==> config.mk <==
export PLATFORM = sky130hd
export DESIGN_NAME = uart_tx_dev_flat
export DESIGN_NICKNAME = d
export VERILOG_FILES = /design/src/rtl/uart_tx_dev_if.sv /design/src/rtl/uart_tx_dev.sv /design/src/flat_wrapper.sv
export SDC_FILE = /design/constraint.sdc
export NUM_CORES = 1
export LEC_CHECK = 0
export CAP_MARGIN = 20
export CORE_MARGIN = 2
export CORE_UTILIZATION = 45
export DETAILED_ROUTE_END_ITERATION = 10
export PLACE_DENSITY = 0.79
export SYNTH_ARGS = -nofsm -noshare
export SYNTH_HDL_FRONTEND = slang
export SYNTH_SLANG_ARGS = --single-unit
==> constraint.sdc <==
create_clock -name clk -period 3.5 [get_ports clk]
set_clock_uncertainty 0.1 [all_clocks]
set_input_delay 0.35 -clock clk [delete_from_list [all_inputs] [get_ports clk]]
set_output_delay 0.35 -clock clk [all_outputs]
set_load 0.005 [all_outputs]
==> src/rtl/uart_tx_dev_if.sv <==
// CPU-side bus of the UART transmitter: register access plus the interrupt line.
// The CPU drives the master modport; the peripheral uses the slave modport.
interface uart_tx_dev_if;
    logic [31:0] Addr;
    logic        WE;
    logic [31:0] Din;
    logic [31:0] Dout;
    logic        IRQ;

    modport master (output Addr, output WE, output Din, input Dout, input IRQ);
    modport slave  (input Addr, input WE, input Din, output Dout, output IRQ);
endinterface

==> src/rtl/uart_tx_dev.sv <==
// Memory-mapped 8N1 UART transmitter with a small byte FIFO, a programmable baud divisor
// and a level interrupt that fires once the transmitter has fully drained.
module uart_tx_dev #(
    parameter int FIFO_DEPTH  = 4,
    parameter int DEFAULT_DIV = 16
) (
    input  logic         clk,
    input  logic         reset,
    uart_tx_dev_if.slave bus,
    output logic         txd
);

    localparam int PTR_W = (FIFO_DEPTH > 1) ? $clog2(FIFO_DEPTH) : 1;
    localparam int CNT_W = PTR_W + 1;
    localparam logic [15:0]      DIV_RESET = 16'(DEFAULT_DIV);
    localparam logic [CNT_W-1:0] DEPTH_C   = CNT_W'(FIFO_DEPTH);

    typedef enum logic [1:0] {
        IDLE  = 2'd0,
        START = 2'd1,
        DATA  = 2'd2,
        STOP  = 2'd3
    } txState_e;

    // Register decode
    logic [1:0] regSel;
    logic       wrData;
    logic       wrStatus;
    logic       wrCtrl;
    logic       wrDiv;

    assign regSel   = bus.Addr[3:2];
    assign wrData   = bus.WE && (regSel == 2'd0);
    assign wrStatus = bus.WE && (regSel == 2'd1);
    assign wrCtrl   = bus.WE && (regSel == 2'd2);
    assign wrDiv    = bus.WE && (regSel == 2'd3);

    logic unusedBits;
    assign unusedBits = ^{bus.Addr[31:4], bus.Addr[1:0], bus.Din[31:16]};

    // Control and status registers
    logic [15:0] div_q, div_d;
    logic        irqEn_q, irqEn_d;
    logic        ovf_q, ovf_d;

    // FIFO storage and bookkeeping
    logic [7:0]       fifoMem_q [FIFO_DEPTH];
    logic [PTR_W-1:0] wrPtr_q, wrPtr_d;
    logic [PTR_W-1:0] rdPtr_q, rdPtr_d;
    logic [CNT_W-1:0] count_q, count_d;
    logic             empty;
    logic             full;
    logic             push;
    logic             pop;

    // Transmitter state
    txState_e    state_q, state_d;
    logic [15:0] baudCnt_q, baudCnt_d;
    logic [2:0]  bitIdx_q, bitIdx_d;
    logic [7:0]  shift_q, shift_d;
    logic        txd_q, txd_d;
    logic [15:0] divEff;
    logic        bitEnd;
    logic        busy;

    assign empty  = (count_q == '0);
    assign full   = (count_q == DEPTH_C);
    assign push   = wrData && !full;
    assign divEff = (div_q == 16'd0) ? 16'd1 : div_q;
    assign bitEnd = (baudCnt_q == 16'd1);
    assign busy   = (state_q != IDLE);
    assign txd    = txd_q;

    always_comb begin
        div_d   = div_q;
        irqEn_d = irqEn_q;
        ovf_d   = ovf_q;
        if (wrDiv) begin
            div_d = bus.Din[15:0];
        end
        if (wrCtrl) begin
            irqEn_d = bus.Din[0];
        end
        if (wrStatus) begin
            ovf_d = 1'b0;
        end else if (wrData && full) begin
            ovf_d = 1'b1;
        end
    end

    // Fullness is judged before this cycle's pop, so a same-cycle pop never frees a slot.
    always_comb begin
        wrPtr_d = wrPtr_q;
        rdPtr_d = rdPtr_q;
        count_d = count_q;
        if (push) begin
            wrPtr_d = wrPtr_q + PTR_W'(1);
        end
        if (pop) begin
            rdPtr_d = rdPtr_q + PTR_W'(1);
        end
        case ({push, pop})
            2'b10:   count_d = count_q + CNT_W'(1);
            2'b01:   count_d = count_q - CNT_W'(1);
            default: count_d = count_q;
        endcase
    end

    always_ff @(posedge clk) begin
        if (push) begin
            fifoMem_q[wrPtr_q] <= bus.Din[7:0];
        end
    end

    always_ff @(posedge clk or posedge reset) begin
        if (reset) begin
            div_q   <= DIV_RESET;
            irqEn_q <= 1'b0;
            ovf_q   <= 1'b0;
            wrPtr_q <= '0;
            rdPtr_q <= '0;
            count_q <= '0;
        end else begin
            div_q   <= div_d;
            irqEn_q <= irqEn_d;
            ovf_q   <= ovf_d;
            wrPtr_q <= wrPtr_d;
            rdPtr_q <= rdPtr_d;
            count_q <= count_d;
        end
    end

    always_ff @(posedge clk or posedge reset) begin
        if (reset) begin
            state_q   <= IDLE;
            baudCnt_q <= '0;
            bitIdx_q  <= '0;
            shift_q   <= '0;
            txd_q     <= 1'b1;
        end else begin
            state_q   <= state_d;
            baudCnt_q <= baudCnt_d;
            bitIdx_q  <= bitIdx_d;
            shift_q   <= shift_d;
            txd_q     <= txd_d;
        end
    end

    // txd_d is the level for the next bit, so the line changes on the edge that ends a bit.
    always_comb begin
        state_d   = state_q;
        baudCnt_d = baudCnt_q;
        bitIdx_d  = bitIdx_q;
        shift_d   = shift_q;
        txd_d     = txd_q;
        pop       = 1'b0;

        if (busy && !bitEnd) begin
            baudCnt_d = baudCnt_q - 16'd1;
        end

        case (state_q)
            IDLE: begin
                txd_d = 1'b1;
                if (!empty) begin
                    pop       = 1'b1;
                    shift_d   = fifoMem_q[rdPtr_q];
                    baudCnt_d = divEff;
                    txd_d     = 1'b0;
                    state_d   = START;
                end
            end
            START: begin
                if (bitEnd) begin
                    baudCnt_d = divEff;
                    txd_d     = shift_q[0];
                    shift_d   = {1'b0, shift_q[7:1]};
                    bitIdx_d  = 3'd0;
                    state_d   = DATA;
                end
            end
            DATA: begin
                if (bitEnd) begin
                    baudCnt_d = divEff;
                    if (bitIdx_q == 3'd7) begin
                        txd_d   = 1'b1;
                        state_d = STOP;
                    end else begin
                        txd_d    = shift_q[0];
                        shift_d  = {1'b0, shift_q[7:1]};
                        bitIdx_d = bitIdx_q + 3'd1;
                    end
                end
            end
            STOP: begin
                if (bitEnd) begin
                    if (!empty) begin
                        pop       = 1'b1;
                        shift_d   = fifoMem_q[rdPtr_q];
                        baudCnt_d = divEff;
                        txd_d     = 1'b0;
                        state_d   = START;
                    end else begin
                        txd_d   = 1'b1;
                        state_d = IDLE;
                    end
                end
            end
            default: begin
                txd_d   = 1'b1;
                state_d = IDLE;
            end
        endcase
    end

    // Read mux and interrupt
    logic [4:0]  countWide;
    logic [3:0]  statusCnt;
    logic [31:0] rdata;

    assign countWide = 5'(count_q);
    assign statusCnt = (countWide > 5'd15) ? 4'hF : countWide[3:0];

    always_comb begin
        rdata = 32'd0;
        case (regSel)
            2'd1:    rdata = {23'd0, ovf_q, irqEn_q, busy, full, empty, statusCnt};
            2'd2:    rdata = {31'd0, irqEn_q};
            2'd3:    rdata = {16'd0, div_q};
            default: rdata = 32'd0;
        endcase
    end

    assign bus.Dout = rdata;
    assign bus.IRQ  = irqEn_q && empty && !busy;

endmodule

==> src/flat_wrapper.sv <==
// flat-port wrapper written by rule: the top's interface ports become plain ports
module uart_tx_dev_flat 
#(
    parameter int FIFO_DEPTH  = 4,
    parameter int DEFAULT_DIV = 16
)
  (clk, reset, txd, bus_Addr, bus_WE, bus_Din, bus_Dout, bus_IRQ);
  uart_tx_dev_if bus_i ();
  input  logic clk;
  input  logic reset;
  output logic txd;
  input wire logic [$bits(bus_i.Addr)-1:0] bus_Addr;
  input wire logic [$bits(bus_i.WE)-1:0] bus_WE;
  input wire logic [$bits(bus_i.Din)-1:0] bus_Din;
  output wire logic [$bits(bus_i.Dout)-1:0] bus_Dout;
  output wire logic [$bits(bus_i.IRQ)-1:0] bus_IRQ;
  assign bus_i.Addr = bus_Addr;
  assign bus_i.WE = bus_WE;
  assign bus_i.Din = bus_Din;
  assign bus_Dout = bus_i.Dout;
  assign bus_IRQ = bus_i.IRQ;
  uart_tx_dev #(.FIFO_DEPTH(FIFO_DEPTH), .DEFAULT_DIV(DEFAULT_DIV)) u_core (.clk(clk), .reset(reset), .bus(bus_i), .txd(txd));
endmodule
==> flow_metrics.tcl <==
set metrics [dict create \
    power.switching_w 0.00171 \
    synthFlopType "dfrtp_1" \
    synth-simple-area-share 0.138 \
    hpwlAfterDp_um 6920 \
    avgViaCountPerCell 5.52 \
    peakVddDrop_v 0.000473 \
    final_hold_viol_count 0 \
    syn_inst 388 \
    cts_sinks 87 \
    finalSetupViolCount 0 \
    cts_buffers 9 \
    cp_max_fo 8 \
    max_cap_violations 0 \
    vias 3128 \
    gp_congestion 0.886 \
    synth_xor_area_frac 0.0325 \
    wl_per_cell_um 16.5 \
    dr.first_iter.drc_count 251 \
    grt_pass1_vias 3108 \
    syn_area_um2 4580 \
    nFillCells 849 \
    die-area_um2 11000 \
    power_w 0.00420 \
    p_int_w 0.00250 \
    drv_slew 0 \
    ys_seq_area_frac 0.511 \
    pwr-share-comb 0.469 \
    regArea_um2 2340 \
    post-cts-setup-buffers 0 \
    crit_required_ns 3.69 \
    ys_warn_count 0 \
    synth_compound_area_frac 0.101 \
    final_area_um2 5240 \
    core_um2 9820 \
    die_w_um 105 \
    start_kind "flop" \
    io_pins 101 \
    drt_pass1_iterations 4 \
    synth_top_family_by_area "simple AND/OR/NAND/NOR gates" \
    crit_path_end_kind "flop" \
    ant_nets 0 \
    hold_path_class "primary input to asynchronous set/reset pin" \
    period_share 0.820 \
    max_slew.worst_pin.slew_ns 0.753 \
    port_buffers 38 \
    status "finished clean" \
    period_needed_ns 2.87 \
    ys_seq_elements 87 \
    powerDensity_nw_per_um2 802 \
    rows 36 \
    grt_start_max_net_pins 26 \
    synth_mux_area_frac 0.123 \
    synthAdderAreaFrac 0.0399 \
    cts_resized 0 \
    cts_tree "done" \
    route.detailed.drc 0 \
    antenna_found_initial 0 \
    fmax_mhz 349 \
    grt_usage 0.179 \
    maxSlewHeadroom 0.493 \
    clk_pin_slew_ns 0.09 \
    grt-ovfl-total 0 \
    setup_slack_ns 0.631 \
    nNetsFinal 510 \
    synth_area_per_cell_um2 11.8 \
    swShare 0.406 \
    cts_buffer_depth 2 \
    cts_hold_buf 0 \
    wl_um 9370 \
    p_leak_nw 2.12 \
    place_area_um2 5060 \
    die_y_um 105 \
    synth_edf_count 32 \
    multiInputGateArea_um2 2050 \
    htree_levels 3 \
    drive_above_1_share 0.164 \
    start_util 0.466 \
    cts-root-buf "clkbuf_8" \
    rsz0062_at_grt "no" \
    antenna-diode-count 0 \
    power_frac_clock 0.152 \
    cp.arrival_ns 3.06 \
    postSynth.asyncResetShare 0.632 \
    seqPwrFrac 0.379 \
    pre_cts_ws_ns 0.637 \
    setup-tns-final_ns 0 \
    ys_types 56 \
    clock_latency_ns 0.36 \
    grt_pass1_wl_um 15500 \
    synthToLayoutAreaGrowth_pct 14.3 \
    path_class "flop to flop" \
]
## worst max-delay path: stages (launching register included)
cell	delay, ns
dfrtp_1	0.46
or4_4	0.62
nor2_8	0.17
a31o_2	0.21
and2_1	0.21
ha_1	0.21
inv_1	0.06
fa_1	0.37
xor2_1	0.15
nor2_1	0.11
xor2_1	0.14
## metal layers
metal	global-route usage	vias up	wire length, um	share of wire
met5	0	-	0	0
met4	0.0667	0	195	0.021
met1	0.230	1527	4070	0.43
li1	-	1475	-	-
met3	0.0368	19	488	0.052
met2	0.298	107	4610	0.49
## cell usage after synthesis, drive strengths merged (8+ instances only)
cell type,instances,area [um^2]
dfrtp,53,1330
edfxtp,32,961
nand2,32,120
mux2,26,293
buf,22,150
o2bb2ai,16,140
nor2,15,75.1
nor3,15,75.1
inv,14,52.6
o21ai,14,70.1
ha,13,163
xnor2,12,105
a21oi,10,53.8
and3,10,62.6
clkbuf,9,33.8
mux2i,9,90.1
nor4,9,56.3
mux4,8,180
nor2b,8,50.1
## registers in the layout, indices dropped and copies added, names as in the netlist
| register | count |
|---|---|
| u_core.wrPtr_q | 2 |
| u_core.irqEn_q | 1 |
| u_core.state_q | 2 |
| u_core.rdPtr_q | 2 |
| u_core.txd | 1 |
| u_core.fifoMem_q | 32 |
| u_core.shift_q | 8 |
| u_core.ovf_q | 1 |
| u_core.bitIdx_q | 3 |
| u_core.div_q | 16 |
| u_core.baudCnt_q | 16 |
| u_core.count_q | 3 |
## per-stage QoR
| step | hold WS, ns | cells | util |
|---|---|---|---|
| floorplan | 0.349 | 403 | - |
| global placement | 0.392 | 551 | 0.515 |
| detailed placement | 0.397 | 551 | 0.515 |
| CTS | 0.268 | 567 | 0.533 |
| global route | 0.311 | 567 | 0.533 |
| finish | 0.256 | 567 | 0.533 |
## kinds of logic after synthesis
kind of cell | count (synthesis)
xor+xnor | 17
simple gates | 117
other cells | 1
buf+inv | 46
mux | 43
flops | 87
compound gates | 63
fa+ha+maj | 14
## final cells by class
class,count,share of cell area
flip-flops and latches,87,0.447
multi-input cells,270,0.392
repair buffers,47,0.0855
well taps,133,0.0318
clock buffers,9,0.0237
clock inverters,7,0.0105
inverters,14,0.0100
## power groups by stage
| stage | Sequential, W | Clock (W) | Combinational [W] |
|---|---|---|---|
| 2_1_floorplan | 0.00149 | 0 | 0.00159 |
| 3_3_place_gp | 0.00160 | 0 | 0.00188 |
| 3_5_place_dp | 0.00161 | 0 | 0.00195 |
| 4_1_cts | 0.00159 | 0.000653 | 0.00197 |
| 5_1_grt | 0.00163 | 0.000694 | 0.00219 |
| 6_report | 0.00159 | 0.000638 | 0.00197 |
## placed cells by master (no fill, tap or decap), types with 13 or more instances in the layout
cell / count
o21ai_0: 14
nand2_1: 32
inv_1: 13
ha_1: 13
clkdlybuf4s50_1: 38
nor3_1: 15
edfxtp_1: 32
o2bb2ai_1: 16
mux2_2: 26
conb_1: 16
dfrtp_1: 53
nor2_1: 13
## final timing paths
kind	slack [ns]	cells after the start	start	end
min reg2reg	0.41	1	u_core.shift_q[5]$_DFFE_PP0P_	u_core.shift_q[5]$_DFFE_PP0P_
max	0.63	10	u_core.baudCnt_q[2]$_DFF_PP0_	u_core.count_q[2]$_DFFE_PP0P_
max in group asynchronous	2.37	3	reset	u_core.baudCnt_q[1]$_DFF_PP0_
min in group clk	0.41	1	u_core.shift_q[5]$_DFFE_PP0P_	u_core.shift_q[5]$_DFFE_PP0P_
min	0.26	2	reset	u_core.shift_q[7]$_DFFE_PP0P_
max reg2reg	0.63	10	u_core.baudCnt_q[2]$_DFF_PP0_	u_core.count_q[2]$_DFFE_PP0P_
Power figures use the tool's default switching activity.
